===== src/rtl/mux_lane_sequencer.sv =====
// Walks the set lanes of a latched mask in ascending order, steering the shared
// operand mux through o_sel and streaming each selected word out over valid/ready.
module mux_lane_sequencer #(
    parameter int BIT_WIDTH  = 16,
    parameter int SEL_WIDTH  = 6,
    parameter int NUM_INPUTS = 1 << SEL_WIDTH
) (
    input  logic                  i_clk,
    input  logic                  i_reset,
    input  logic                  i_start,
    input  logic [NUM_INPUTS-1:0] i_mask,
    output logic [SEL_WIDTH-1:0]  o_sel,
    input  logic [BIT_WIDTH-1:0]  i_mux_data,
    output logic [BIT_WIDTH-1:0]  o_data,
    output logic [SEL_WIDTH-1:0]  o_idx,
    output logic                  o_valid,
    input  logic                  i_ready,
    output logic                  o_busy,
    output logic                  o_done
);

    typedef enum logic [1:0] {
        IDLE,
        RUN,
        DONE
    } state_t;

    state_t                state_q, state_d;
    logic [NUM_INPUTS-1:0] mask_q, mask_d;
    logic [SEL_WIDTH-1:0]  sel_q, sel_d;
    logic [BIT_WIDTH-1:0]  data_q, data_d;
    logic [SEL_WIDTH-1:0]  idx_q, idx_d;
    logic                  valid_q, valid_d;
    logic                  can_load;
    logic [NUM_INPUTS-1:0] mask_clr;

    // Priority encoder: lowest set bit wins, zero for an empty vector.
    function automatic logic [SEL_WIDTH-1:0] lowest_set(input logic [NUM_INPUTS-1:0] v);
        lowest_set = '0;
        for (int i = NUM_INPUTS - 1; i >= 0; i--) begin
            if (v[i]) lowest_set = SEL_WIDTH'(i);
        end
    endfunction

    always_comb begin
        state_d  = state_q;
        mask_d   = mask_q;
        sel_d    = sel_q;
        data_d   = data_q;
        idx_d    = idx_q;
        valid_d  = valid_q;
        can_load = !valid_q || i_ready;
        mask_clr = mask_q;
        mask_clr[sel_q] = 1'b0;

        case (state_q)
            IDLE: begin
                if (i_start) begin
                    mask_d  = i_mask;
                    sel_d   = lowest_set(i_mask);
                    state_d = RUN;
                end
            end
            RUN: begin
                if (can_load) begin
                    if (mask_q != '0) begin
                        // Select only advances while another lane remains, so o_sel
                        // parks on the last emitted lane at the end of a sequence.
                        data_d  = i_mux_data;
                        idx_d   = sel_q;
                        valid_d = 1'b1;
                        mask_d  = mask_clr;
                        if (mask_clr != '0) sel_d = lowest_set(mask_clr);
                    end else begin
                        valid_d = 1'b0;
                        state_d = DONE;
                    end
                end
            end
            DONE: begin
                state_d = IDLE;
            end
            default: begin
                state_d = IDLE;
            end
        endcase
    end

    always_ff @(posedge i_clk) begin
        if (i_reset) begin
            state_q <= IDLE;
            mask_q  <= '0;
            sel_q   <= '0;
            data_q  <= '0;
            idx_q   <= '0;
            valid_q <= 1'b0;
        end else begin
            state_q <= state_d;
            mask_q  <= mask_d;
            sel_q   <= sel_d;
            data_q  <= data_d;
            idx_q   <= idx_d;
            valid_q <= valid_d;
        end
    end

    assign o_sel   = sel_q;
    assign o_data  = data_q;
    assign o_idx   = idx_q;
    assign o_valid = valid_q;
    assign o_busy  = (state_q != IDLE);
    assign o_done  = (state_q == DONE);

endmodule

===== config.mk =====
export PLATFORM = sky130hd
export DESIGN_NAME = mux_lane_sequencer
export DESIGN_NICKNAME = d
export VERILOG_FILES = /design/src/rtl/mux_lane_sequencer.sv
export SDC_FILE = /design/constraint.sdc
export NUM_CORES = 1
export LEC_CHECK = 0
export CAP_MARGIN = 40
export CORE_ASPECT_RATIO = 0.9
export CORE_MARGIN = 2
export CORE_UTILIZATION = 40
export DETAILED_ROUTE_END_ITERATION = 8
export GPL_TIMING_DRIVEN = 0
export PLACE_DENSITY_LB_ADDON = 0.08
export REMOVE_ABC_BUFFERS = 1
export SETUP_SLACK_MARGIN = 0.5
export SLEW_MARGIN = 20
export SYNTH_ARGS = -nofsm -noshare
export SYNTH_HDL_FRONTEND = slang
export SYNTH_SLANG_ARGS = --single-unit
export TNS_END_PERCENT = 1

===== constraint.sdc =====
create_clock -name i_clk -period 5.05 [get_ports i_clk]
set_input_delay 1.01 -clock i_clk [delete_from_list [all_inputs] [get_ports i_clk]]
set_output_delay 1.01 -clock i_clk [all_outputs]
set_load 0.02 [all_outputs]

# After elaboration in Yosys (flattened, before gate mapping)

Cells that the tools add are included.

Register bits: 95
Input port bits: 84
Output and inout port bits: 31
Word-level logic and storage cells: 174

Order comparisons: 2
Eq/ne operators: 7
Mux-type cells: 144
Bitwise logic cells: 2
Reduce and logical (&&, ||, !) cells: 13

Operator list:

| cell                                                | count |
|---|---|
| 2-to-1 mux 6 bit                                    | 132 |
| 2-to-1 mux 64 bit                                   | 3 |
| case mux 64 bit (2 select lines)                    | 1 |
| nonzero test 64 bit                                 | 2 |
| bitwise AND 64 bit                                  | 1 |
| NOT 64 bit                                          | 1 |
| case mux 6 bit (2 select lines)                     | 1 |
| inequality test 2 bit, second input constant        | 5 |
| < comparator 6 x 7 -> 1 bit, second input constant  | 1 |
| demux 1 bit (select 6 bit)                          | 1 |
| >= comparator 6 x 1 -> 1 bit, second input constant | 1 |
| 2-to-1 mux 2 bit                                    | 3 |
| AND reduction 3 bit                                 | 2 |
| AND reduction 5 bit                                 | 1 |
| case mux 2 bit (2 select lines)                     | 1 |
| AND reduction 4 bit                                 | 1 |
| nonzero test 2 bit                                  | 2 |
| == test 2 x 1 -> 1 bit, second input constant       | 1 |
| == test 2 bit, second input constant                | 1 |
| logical NOT 2 bit                                   | 1 |
| 2-to-1 mux 1 bit                                    | 2 |
| AND reduction 2 bit                                 | 1 |
| logical AND 1 bit                                   | 1 |
| logical NOT 1 bit                                   | 1 |
| logical OR 1 bit                                    | 1 |

# Logic depth before layout (Yosys ltp)

Gate-level depths: netlist of run 1.

Word-level depth: 74
Gate-level depth with buffers: 11
Gate-level depth less buffers: 8

# Least setup slack after synthesis of run 1

OpenSTA, ideal clock, no wires.

Path type: reg2reg
Start: reg sel_q[3] (netlist: o_sel[3])
End: reg sel_q[0] (netlist: o_sel[0])
Library setup time: 0.125 ns
Data arrival time: 2.590 ns
Required time: 4.925 ns
Path slack: 2.334 ns
Stages on the path, launching flop included: 12
Buffers on the path: 3
Period minus slack after synthesis: 2.716 ns
Cell sequence: dfxtp_1 buf_6 or3_1 buf_2 o21a_1 or4b_4 nor2_4 and4_1 a41oi_2 buf_6 o211ai_1 o22ai_1

Longest elaborated chain between the ends: 74
Elaborated cells on any way between the ends: 78
Those cells by class: order compare (2); eq/ne (1); mux (70); bitwise (2); reduce/logical (3)

RTL lines:

| element                                                                                                  | line | text |
|---|---|---|
| start: declaration                                                                                       | 30   | `logic [SEL_WIDTH-1:0] sel_q, sel_d;` |
| start signal: assignment                                                                                 | 100  | `sel_q <= sel_d;` |
| < comparator 6 x 7 -> 1 bit (not written as such) / >= comparator 6 x 1 -> 1 bit (equally long branches) | 54   | `mask_clr[sel_q] = 1'b0;` |
| logical AND 1 bit (not written as such)                                                                  | 54   |  |
| 2-to-1 mux 1 bit (not written as such)                                                                   | 54   |  |
| demux 1 bit (select 6 bit) *                                                                             | 54   |  |
| NOT 64 bit (no line) *                                                                                   | --   |  |
| bitwise AND 64 bit (no line) *                                                                           | --   |  |
| 2-to-1 mux 6 bit (64 in a row)                                                                           | 41   | `if (v[i]) lowest_set = SEL_WIDTH'(i);` |
| 2-to-1 mux 6 bit                                                                                         | 73   | `if (mask_clr != '0) sel_d = lowest_set(mask_clr);` |
| 2-to-1 mux 6 bit                                                                                         | 66   | `if (mask_q != '0) begin` |
| 2-to-1 mux 6 bit                                                                                         | 65   | `if (can_load) begin` |
| case mux 6 bit (2 select lines)                                                                          | 56   | `case (state_q)` |

Mark *: on every way between the ends. The rest lies on a longest branch, timed or not. The select of a mux whose other input is x is not followed.
A chain may end at the register's enable or synchronous reset.

# Worst setup path in the final report of run 1

Start: in i_mask[56]
End: reg sel_q[2] (netlist: o_sel[2])

Longest elaborated chain between the ends: 59

RTL lines:

| element                         | line | text |
|---|---|---|
| start: declaration              | 11   | `input logic [NUM_INPUTS-1:0] i_mask,` |
| 2-to-1 mux 6 bit (57 in a row)  | 41   |  |
| 2-to-1 mux 6 bit                | 58   | `if (i_start) begin` |
| case mux 6 bit (2 select lines) | 56   |  |

No other way between the ends. The select of a mux whose other input is x is not followed.

==> flow_metrics.tcl, run 1 <==
set metrics [dict create \
    status "completed" \
    synth_common_cells "137 x a21oi_1, 134 x o21ai_0, 100 x nand2_1, 97 x nor2_1, 95 x dfxtp_1" \
    min_period_ns 3.65 \
    worstSetupEndpointType "flip-flop" \
    syn-instance-count 925 \
    grt_pass1_wl_mm 37.4 \
    cts_buffer_depth 2 \
    cts-resized-gates 0 \
    die_y_microns 124 \
    ys_ff_latch 95 \
    drv_slew 0 \
    post_dp_cell_area_sq_mm 0.00773 \
    root_buffer "clkbuf_16" \
    leakagePower_uw 0.00298 \
    synth_area_leaders "dfxtp_1 30%, a21oi_1 11%, o21ai_0 10%, nand2_1 5.9%, nor2_1 5.7%" \
    post-synth-top-area-fraction_pct 29.7 \
    rsz0062_at_grt "false" \
    critical_path.cell_chain "clkdlybuf4s50_1 > nor4_1 > a21oi_1 > o21ai_0 > a311oi_1 > o31ai_1 > a21oi_1 > a211o_1 > a311oi_1" \
    pre_cts_slack_ns 1.18 \
    path_max_fanout 4 \
    drt_pass1_iterations 6 \
    min_period_over_period_pct 72.3 \
    clkLatencyLatePin_ns 0.36 \
    maxSlewHeadroom_pct 36.3 \
    design_area_sq_mm 0.00811 \
    crit_path_start_kind "primary input" \
    utilization_pct 52.2 \
    tightest_slew_ns 0.953 \
    grt_pass1_vias 6633 \
    power.switching_uw 859 \
    dr_total_vias 7407 \
    yosys.area.top_type "dfxtp_1" \
    drive_above_1_share_pct 5.84 \
    coreArea_sq_mm 0.0155 \
    gp_congestion 0.978 \
    drc_errors 0 \
    fmax_mhz 274 \
    final_nets 1090 \
    required_ns 5.33 \
    syn_area_per_cell_sq_um 6.93 \
    hold_slack_ns 0.498 \
    cp.arrival_ns 3.93 \
    swShare_pct 37.1 \
    hpwl_mm 17.4 \
    cts_tree "done" \
    dieArea_sq_mm 0.0170 \
    antenna_found_initial 0 \
    io_pins 115 \
    clockPowerShare_pct 30.5 \
    die_w_microns 137 \
    skew_ns 0.0104 \
    synth-edff-count 0 \
    hold_buffers 0 \
    multi_input_area_sq_mm 0.00423 \
    hold_class "flip-flop to flip-flop" \
    drtAntennaViolNets 0 \
    cts_setup_buffers 0 \
    cp_slowest_stage_delay_ns 0.57 \
    drt_iter0_drc 930 \
    grt_max_degree 76 \
    synth_most_common_cell "a21oi_1" \
    wirelength_mm 24.5 \
    yosys_warnings 0 \
    track_usage_pct 28.8 \
    n_antenna_cell 0 \
    initial_core_util_pct 41.2 \
    criticalPathCategory "primary input to flip-flop" \
    seqPwrFrac_pct 37.5 \
    vias_per_cell 6.11 \
    cts_sinks 95 \
    slowest_stage "nor4_1" \
    p_comb_share_pct 31.9 \
    setup_viol 0 \
    cap_violations 0 \
    seq_area_sq_mm 0.00190 \
    finalHoldViolCount 0 \
    p_int_uw 1460 \
    post_drt_wl_per_cell_microns 20.2 \
    power_uw 2320 \
    clkTransAtPathRegs_ns 0.07 \
    area_growth_pct 26.6 \
    numCtsBuffers 9 \
    fillers 1619 \
    powerDensity_mw_per_mm2 286 \
    rows 43 \
    numPortBuffers 114 \
    vdd_ir_drop_max_mv 0.192 \
    grt.overflow.total 0 \
    finalWorstSetupSlack_ns 1.40 \
    synth_flop_cell "dfxtp_1" \
    async_reset_ff_share_pct 0 \
    ys_seq_area_share_pct 29.7 \
    synth.distinct_cells 65 \
    syn_area_sq_mm 0.00641 \
    htree_levels 3 \
]
==> worst max-delay path: cells and delay by family <==
family / cells / cell delay, ns
AND/OR/NAND/NOR: 1 / 0.57
AO/OA/AOI/OAI: 7 / 1.86
buffers and inverters: 1 / 0.49
==> per-stage QoR <==
stage / TNS [ns] / cells
finish: 0 / 1213
global placement: -107.08 / 1179
CTS: 0 / 1206
global route: 0 / 1213
detailed placement: 0 / 1190
floorplan: 0 / 863
==> cells in the final DEF, fill, tap and decap left out, types with 8 or more instances in the layout <==
| cell type | count |
|---|---|
| inv_1 | 17 |
| nand4_1 | 15 |
| a21oi_1 | 137 |
| clkbuf_16 | 9 |
| a31oi_1 | 11 |
| nand2_1 | 100 |
| nand2b_1 | 9 |
| nand3_1 | 13 |
| mux2i_1 | 25 |
| nor2b_1 | 13 |
| a211oi_1 | 8 |
| clkdlybuf4s50_1 | 113 |
| o21ai_0 | 134 |
| nor2_1 | 95 |
| dfxtp_1 | 95 |
| nor3_1 | 22 |
| nor4_1 | 31 |
==> layer usage <==
layer	up-vias	routed length (microns)	global-route usage, %
met1	3447	11300	41.0
met5	-	0	0
met4	0	480	7.93
met2	341	10300	42.0
met3	37	2450	8.79
li1	3582	-	-
==> cell type report <==
type	count	share of cell area [%]
Sequential cell	95	23.4
Clock buffer	9	2.78
Clock inverter	7	1.03
Timing Repair Buffer	132	16.7
Inverter	17	0.787
Multi-Input combinational cell	751	52.1
Tap cell	202	3.12
==> cell families after synthesis <==
family	count (synthesis)	share of synthesized area [%]
compound gates	361	32.4
buf+inv	79	5.12
flops	95	29.7
mux	29	4.61
simple gates	361	28.2
==> flip-flops by register name (all words and copies together) (netlist names) <==
name / count
mask_q: 64
o_idx: 6
state_q: 2
o_valid: 1
o_sel: 6
o_data: 16
==> power by group through the flow <==
stage          clock network, uW  logic [uW]  registers (uW)
3_5_place_dp                   0         693             897
5_1_grt                      756         799             874
4_1_cts                      728         698             881
6_report                     708         739             870
2_1_floorplan                  0         377             889
3_3_place_gp                   0         673             902
==> worst paths after layout <==
path | slack [ns] | from | cells after the start | end
worst max-delay path | 1.40 | i_mask[56] | 9 | o_sel[2]
worst min-delay path | 0.50 | mask_q[46] | 2 | mask_q[46]
worst max register to register | 1.51 | o_sel[0] | 9 | o_sel[0]
worst min register to register | 0.50 | mask_q[46] | 2 | mask_q[46]
(Power assumes the default switching activity.)
==> inputs of run 2 (changes only) <==
- clock period: 5.05 -> 3.81 ns (I/O delays scaled with it)
==> run 2 against run 1 <==
Against the previous run: sequential power increased by 36%; first-iteration DRC count decreased by 17%; setup slack got worse by 0.93 ns; clock-buffer cell count unchanged; critical path depth shrank 2; combinational power is 32% higher; non-clock buffer count decreased by 3; clock power grew 33%; sequential share of layout area is 0.11 points higher; final cell count barely moved.
==> flow_metrics.tcl, run 2 (same netlist as run 1, synthesis figures left out) <==
set metrics [dict create \
    clkTransAtPathRegs_ns 0.08 \
    numPortBuffers 114 \
    grt_busiest_layer "met2" \
    wirelength_mm 25.2 \
    hold_buffers 0 \
    rows 43 \
    pre_cts_slack_ns 0.167 \
    r2r_end "mask_q[24]" \
    endpoint "mask_q[24]" \
    hold_class "flip-flop to flip-flop" \
    maxSlewHeadroom_pct 38.6 \
    gp_congestion 0.978 \
    numCtsBuffers 9 \
    min_period_ns 3.34 \
    grt_pass1_wl_mm 38.0 \
    tightest_slew_ns 0.918 \
    vdd_ir_drop_max_mv 0.256 \
    crit_path_start_kind "flip-flop" \
    htree_levels 3 \
    antenna_found_initial 0 \
    track_usage_pct 29.4 \
    finalHoldViolCount 0 \
    reg2reg_slack_ns 0.47 \
    cap_violations 0 \
    vias_per_cell 6.21 \
    required_ns 4.11 \
    met2_usage_pct 42.7 \
    setup_viol 0 \
    root_buffer "clkbuf_16" \
    finalWorstSetupSlack_ns 0.474 \
    dr_total_vias 7526 \
    cts_buffer_depth 2 \
    r2r_start "mask_q[7]" \
    drive_above_1_share_pct 6.93 \
    die_y_microns 124 \
    grt_pass1_vias 6683 \
    die_w_microns 137 \
    drv_slew 0 \
    largest_register_ffs 64 \
    skew_ns 0.00895 \
    drtAntennaViolNets 0 \
    regMostFlops "mask_q" \
    drt_pass1_iterations 6 \
    reg2regPathDepth 7 \
    status "completed" \
    coreArea_sq_mm 0.0155 \
    drt_iter0_drc 768 \
    criticalPathCategory "flip-flop to flip-flop" \
    startpoint "mask_q[7]" \
    grtUsageMet1_pct 41.7 \
    drc_errors 0 \
    rsz0062_at_grt "true" \
    min_period_over_period_pct 87.6 \
    layout_commonest_cell "a21oi_1" \
    initial_core_util_pct 41.2 \
    fmax_mhz 300 \
    worstSetupEndpointType "flip-flop" \
    fillers 1617 \
    clkLatencyLatePin_ns 0.37 \
    power_uw 3090 \
    grt_max_degree 70 \
    leakagePower_uw 0.00298 \
    met3_usage_pct 9.04 \
    utilization_pct 52.4 \
    final_nets 1089 \
    area_growth_pct 27.2 \
    final_cell_mix "137 x a21oi_1, 127 x o21ai_0, 113 x clkdlybuf4s50_1" \
    grt.overflow.total 0 \
    cp.arrival_ns 3.63 \
    powerDensity_mw_per_mm2 380 \
    path_max_fanout 37 \
    cts_tree "done" \
    io_pins 115 \
    cts_sinks 95 \
    hpwl_mm 17.4 \
    hp-start "mask_q[46]" \
    dieArea_sq_mm 0.0170 \
    n_antenna_cell 0 \
    post_drt_wl_per_cell_microns 20.8 \
]
## run 2: power breakdown
| part | switching (uW) | leakage (uW) | internal (uW) |
|---|---|---|---|
| combinational | 576 | 0.00205 | 396 |
| clock | 472 | 0.000150 | 470 |
| sequential | 113 | 0.000783 | 1070 |
| total | 1160 | 0.00298 | 1930 |
## run 2: worst max-delay path, stage by stage (launching register included)
cell and delay, ns:
dfxtp_1 0.33, nor4_1 0.45, nand4_1 0.35, nor4_4 0.61
o22ai_1 0.42, nand2b_2 0.73, o21ai_0 0.20, a21oi_1 0.17
## run 2: worst min path at each step
stage | slack, ns | cells after the start | end
after floorplan | 0.46 | 2 | mask_q[10]
after global placement | 0.47 | 2 | o_idx[2]
after detailed placement | 0.48 | 2 | mask_q[46]
after CTS | 0.49 | 2 | mask_q[46]
after global routing | 0.52 | 2 | mask_q[46]
final | 0.50 | 2 | mask_q[46]
## run 2: final cells by class
cell class              instances  area [sq um]  area share, %
multi-input cells             753          4290           52.7
flip-flops and latches         95          1920           23.6
repair buffers                129          1310           16.1
well taps                     202           253           3.10
clock buffers                   9           225           2.76
clock inverters                 7          83.8           1.03
inverters                      17          63.8          0.783
## run 2: what timing repair did
item | 4_1_cts | 5_1_grt
cloned | 1 | 1
hold endpoints to repair | 0 | 0
setup endpoints to repair | 41 | 41
buffers inserted | 0 | 2
gates resized for setup | 6 | 20
## run 2: layer usage
layer / vias up / part of all wire, %
met4: 0 / 3.0
li1: 3579 / -
met2: 394 / 42
met3: 60 / 11
met5: - / 0
met1: 3493 / 44
## run 2: metrics by stage
step                area [sq um]  std cells  hold WS [ns]  TNS [ns]
floorplan                   6140        863         0.457    -22.48
global placement            7540       1179         0.472   -192.28
detailed placement          7730       1190         0.482         0
CTS                         8060       1207         0.492         0
global route                8150       1212         0.518         0
finish                      8150       1212         0.498         0
